<file path="config.mk">
export PLATFORM = sky130hd
export DESIGN_NAME = rc4_prga
export DESIGN_NICKNAME = d
export VERILOG_FILES = /design/src/rtl/rc4_pkg.sv /design/src/rtl/rc4_prga.sv
export SDC_FILE = /design/constraint.sdc
export NUM_CORES = 1
export LEC_CHECK = 0
export ABC_AREA = 1
export CORE_ASPECT_RATIO = 0.7
export CORE_MARGIN = 1.5
export CORE_UTILIZATION = 48
export CTS_CLUSTER_DIAMETER = 200
export DETAILED_ROUTE_END_ITERATION = 10
export HOLD_SLACK_MARGIN = 0.15
export PLACE_DENSITY = 0.85
export SKIP_CTS_REPAIR_TIMING = 1
export SLEW_MARGIN = 25
export SYNTH_ARGS = -nofsm -noshare
export SYNTH_HDL_FRONTEND = slang
export SYNTH_SLANG_ARGS = --single-unit
</file>
<file path="constraint.sdc">
create_clock -name clk -period 2.9 [get_ports clk]
set_clock_uncertainty 0.2 [all_clocks]
set_input_delay 0.58 -clock clk [delete_from_list [all_inputs] [get_ports clk]]
set_output_delay 0.58 -clock clk [all_outputs]
set_load 0.01 [all_outputs]
</file>
<file path="src/rtl/rc4_pkg.sv">
// Shared RC4 definitions: PRGA state encoding, S-box/byte widths and the
// per-byte cycle cost of the PRGA engine.
package rc4_pkg;

   localparam int unsigned SBOX_AW  = 8;
   localparam int unsigned BYTE_W   = 8;
   localparam int unsigned PRGA_CPB = 6;

   typedef enum logic [3:0] {
      IDLE,
      REQ_LEN,
      GET_LEN,
      REQ_I,
      GET_I,
      GET_J,
      WR_J,
      REQ_PAD,
      GET_PAD
   } prga_state_t;

endpackage

</file>
<file path="src/rtl/rc4_prga.sv">
// RC4 PRGA + decrypt: walks the length-prefixed ciphertext in ct_mem, permutes
// S in place through s_mem's single port and writes plaintext to pt_mem.
module rc4_prga
   import rc4_pkg::*;
#(
   parameter int unsigned MSG_AW = 8
) (
   input  logic               clk,
   input  logic               rst,
   input  logic               en,
   output logic               rdy,
   output logic [SBOX_AW-1:0] s_addr,
   input  logic [BYTE_W-1:0]  s_rddata,
   output logic [BYTE_W-1:0]  s_wrdata,
   output logic               s_wren,
   output logic [MSG_AW-1:0]  ct_addr,
   input  logic [BYTE_W-1:0]  ct_rddata,
   output logic [MSG_AW-1:0]  pt_addr,
   output logic [BYTE_W-1:0]  pt_wrdata,
   output logic               pt_wren
);

   prga_state_t         state;
   logic [SBOX_AW-1:0]  i;
   logic [SBOX_AW-1:0]  j;
   logic [BYTE_W-1:0]   k;
   logic [BYTE_W-1:0]   len;
   logic [BYTE_W-1:0]   si;
   logic [BYTE_W-1:0]   sj;
   logic [SBOX_AW-1:0]  j_next;
   logic                s_wr;
   logic                pt_wr;

   always_ff @(posedge clk) begin
      if (rst) begin
         state <= IDLE;
         i     <= '0;
         j     <= '0;
         k     <= '0;
         len   <= '0;
         si    <= '0;
         sj    <= '0;
      end else begin
         case (state)
            IDLE: begin
               if (en) state <= REQ_LEN;
            end
            REQ_LEN: state <= GET_LEN;
            GET_LEN: begin
               len   <= ct_rddata;
               i     <= 8'd1;
               j     <= '0;
               k     <= 8'd1;
               state <= (ct_rddata == '0) ? IDLE : REQ_I;
            end
            REQ_I: state <= GET_I;
            GET_I: begin
               si    <= s_rddata;
               j     <= j_next;
               state <= GET_J;
            end
            GET_J: begin
               sj    <= s_rddata;
               state <= WR_J;
            end
            WR_J:    state <= REQ_PAD;
            REQ_PAD: state <= GET_PAD;
            GET_PAD: begin
               if (k == len) begin
                  state <= IDLE;
               end else begin
                  k     <= k + 8'd1;
                  i     <= i + 8'd1;
                  state <= REQ_I;
               end
            end
            default: state <= IDLE;
         endcase
      end
   end

   // ct_addr stays on k from REQ_I to GET_PAD so ct_rddata lines up with the pad byte
   always_comb begin
      rdy       = 1'b0;
      s_addr    = '0;
      s_wrdata  = '0;
      s_wr      = 1'b0;
      ct_addr   = '0;
      pt_addr   = '0;
      pt_wrdata = '0;
      pt_wr     = 1'b0;
      j_next    = j + s_rddata;
      case (state)
         IDLE: rdy = 1'b1;
         REQ_LEN: ct_addr = '0;
         GET_LEN: begin
            pt_addr   = '0;
            pt_wrdata = ct_rddata;
            pt_wr     = 1'b1;
         end
         REQ_I: begin
            s_addr  = i;
            ct_addr = MSG_AW'(k);
         end
         GET_I: begin
            s_addr  = j_next;
            ct_addr = MSG_AW'(k);
         end
         GET_J: begin
            s_addr   = i;
            s_wrdata = s_rddata;
            s_wr     = 1'b1;
            ct_addr  = MSG_AW'(k);
         end
         WR_J: begin
            s_addr   = j;
            s_wrdata = si;
            s_wr     = 1'b1;
            ct_addr  = MSG_AW'(k);
         end
         REQ_PAD: begin
            s_addr  = si + sj;
            ct_addr = MSG_AW'(k);
         end
         GET_PAD: begin
            ct_addr   = MSG_AW'(k);
            pt_addr   = MSG_AW'(k);
            pt_wrdata = s_rddata ^ ct_rddata;
            pt_wr     = 1'b1;
         end
         default: ;
      endcase
   end

   // reset must never let a half-finished swap or plaintext byte reach memory
   assign s_wren  = s_wr  & ~rst;
   assign pt_wren = pt_wr & ~rst;

endmodule
</file>
==> out/results.ini <==
[place]
place_congestion=0.946
placed_cells=698
port_buffers=61
place_hpwl_mm=8.10

[floorplan]
die_area_mm2=0.00776
die_x_um=105
fp.dieH_um=74.2
io_pins=62
initial_utilization_pct=50.5
core_area_mm2=0.00688
placementRows=25

[worst_setup_path]
r2r_end=j[4]
rr_worst_depth=9
cp.required_ns=2.12
arrival_ns=2.06
r2r-start=j[0]
cp_max_fo=9
startpoint_type=register
crit_type=register to primary output
endpoint_kind=primary output
r2r_slack_ns=1.04

[yosys]
synth-seq-cells=52
synth_top_family_by_area=simple AND/OR/NAND/NOR gates
synth-async-reset-ratio_pct=0
synth_xor_xnor_area_share_pct=6.05
seq_area_frac_synth_pct=30.0
synth_compound_area_share_pct=13.5
ys_types=37
synth_flop_cell=dfxtp_1
synth_area_mm2=0.00347
synthMuxAreaShare_pct=0
synth.top_cell.area_share_pct=30.0
netlist_top_cells_count=138 x nand2_1, 62 x nor2_1, 52 x dfxtp_1, 51 x a21oi_1, 44 x inv_1
synth.avg_cell_area_um2=6.59
synth_edf_count=0
synthAdderAreaFrac_pct=6.92
syn_inst=527
synth.area.top_cells=dfxtp_1 30%, nand2_1 15%, a21oi_1 7.3%
synth_most_common_cell=nand2_1
synth_nets=564
synth_warnings=0
yosys.area.top_type=dfxtp_1
synth_simple_gate_area_share_pct=34.9

[global_routing]
grt_pass1_wl_mm=17.1
antenna_found_initial=1
grt_use_met1_pct=38.3
grt_max_degree=28
grt_util_met2_pct=45.2
overflow=0
grt_most_used_layer=met2
first_global_vias=3564
met3_usage_pct=5.08
track_usage_pct=27.7

[timing]
finalMaxSlewViolations=0
min_period_ns=2.84
relSlewSlack_pct=71.4
rsz0062_at_grt=yes
setup_viol=0
period_share_pct=97.8
tightestPinTransition_ns=0.429
max_freq_mhz=352
hold_viol=0
whs_ns=0.283

[pwr]
ir_drop_uv=272
p_per_area_mw_per_mm2=403
p_total_mw=1.88
leakage_nw=2.10

[drt]
dr_total_vias=3961
dr.pass1.iters=5
post-route-drc-count=0
postRouteAntennaNets=0
routed_wl_mm=11.0
detail_route.iter0.violations=380
vias_per_cell=5.59
wire_per_inst_um=15.6

[run_status]
outcome=finished clean

[run]
maxCapViolCount=0

[cells_and_area]
nets=650
layoutNonFillerInstCount=708
drive_gt1_share_pct=16.3
synthToLayoutAreaGrowth_pct=34.2
insertedDiodeCount=0

[clock_network]
htree_levels=2
cts_tree=built
cts_max_path_buffers=2
clkTransAtPathRegs_ns=0.10
cts_buffers=5
clock_latency_ns=0.31
cts-root-buf=clkbuf_8
cts.sinks=52

[worst_hold_path]
min_to=sj[3]
hp-class=register to register
worstHoldStart=sj[3]
hold_path_depth=2

[worst max path at each step]
| stage | slack [ns] | to | start |
|---|---|---|---|
| after floorplan | 0.35 | s_addr[4] | s_rddata[0] |
| after global placement | -0.68 | s_addr[4] | s_rddata[0] |
| after detailed placement | -0.68 | s_addr[4] | s_rddata[0] |
| after CTS | -0.70 | s_addr[4] | s_rddata[0] |
| after global routing | -0.02 | ct_addr[6] | state[1] |
| final | 0.06 | s_wren | state[3] |
[cell type report]
type / instances / area (um2)
inverters: 51 / 203
well taps: 94 / 118
multi-input cells: 406 / 2290
repair buffers: 97 / 911
clock inverters: 1 / 7.51
clock buffers: 7 / 86.3
flip-flops and latches: 52 / 1050
fillers: 564 / 2220
[sequential cells by signal (all words and copies together) (netlist names)]
register,count
i,8
j,8
si,8
k,8
state,4
sj,8
len,8
[stage by stage]
step	instance area, um2	setup slack (ns)	util, %	setup TNS (ns)
floorplan	3470	0.351	-	0
global placement	4350	-0.681	63.2	-3.74
detailed placement	4350	-0.682	63.2	-3.86
CTS	4440	-0.702	64.6	-4.89
global route	4660	-0.0196	67.7	-0.0613
finish	4660	0.0625	67.7	0
[kinds of logic after synthesis]
logic type	after synthesis
xor+xnor	24
fa+ha+maj	18
buf+inv	69
simple gates	277
compound gates	87
flops	52
[critical path, stage by stage, from the launching register on]
cell             delay (ns)
dfxtp_1                0.49
nor2_4                 0.10
nand2_2                0.15
clkinvlp_4             0.23
nor2_1                 0.19
nor2_1                 0.07
clkdlybuf4s50_1        0.49
[layer usage]
metal / up-vias / routed length [um]
li1: 1882 / -
met1: 1836 / 4840
met2: 224 / 5000
met3: 19 / 1020
met4: 0 / 175
met5: - / 0
[layout by cell type (no fill, tap or decap), types with 2 or more instances in the layout]
cell / Yosys / final
dfxtp_2: 0 / 4
nor2_2: 6 / 6
inv_1: 44 / 41
dfxtp_1: 52 / 48
ha_1: 16 / 9
nor3_1: 2 / 2
nor2_1: 62 / 60
o21ai_1: 0 / 7
xnor2_1: 15 / 15
inv_2: 6 / 6
xor2_1: 9 / 9
a21boi_0: 3 / 2
clkbuf_8: 0 / 6
buf_4: 0 / 36
nand3_2: 1 / 4
dlymetal6s2s_1: 0 / 16
nand2_4: 2 / 3
nand4_1: 11 / 11
a21oi_1: 51 / 50
nor3b_1: 2 / 2
clkinvlp_4: 0 / 2
fa_2: 0 / 2
a21oi_2: 2 / 3
nand3_4: 0 / 2
nand3_1: 42 / 37
o21ai_0: 23 / 16
nand2_2: 2 / 6
nand2_1: 138 / 133
clkdlybuf4s50_1: 0 / 43
or2_2: 3 / 2
nor2_4: 0 / 2
a22oi_1: 4 / 4
inv_4: 0 / 3
ha_4: 0 / 5
ha_2: 0 / 2
nand3b_1: 2 / 2
[power breakdown]
part           total (mW)  leakage [nW]  switching, mW  internal [mW]
clock network       0.452        0.0445          0.257          0.195
registers           0.811         0.422         0.0493          0.762
logic               0.614          1.63          0.366          0.248
No activity file was read; power rests on OpenSTA's default activity.
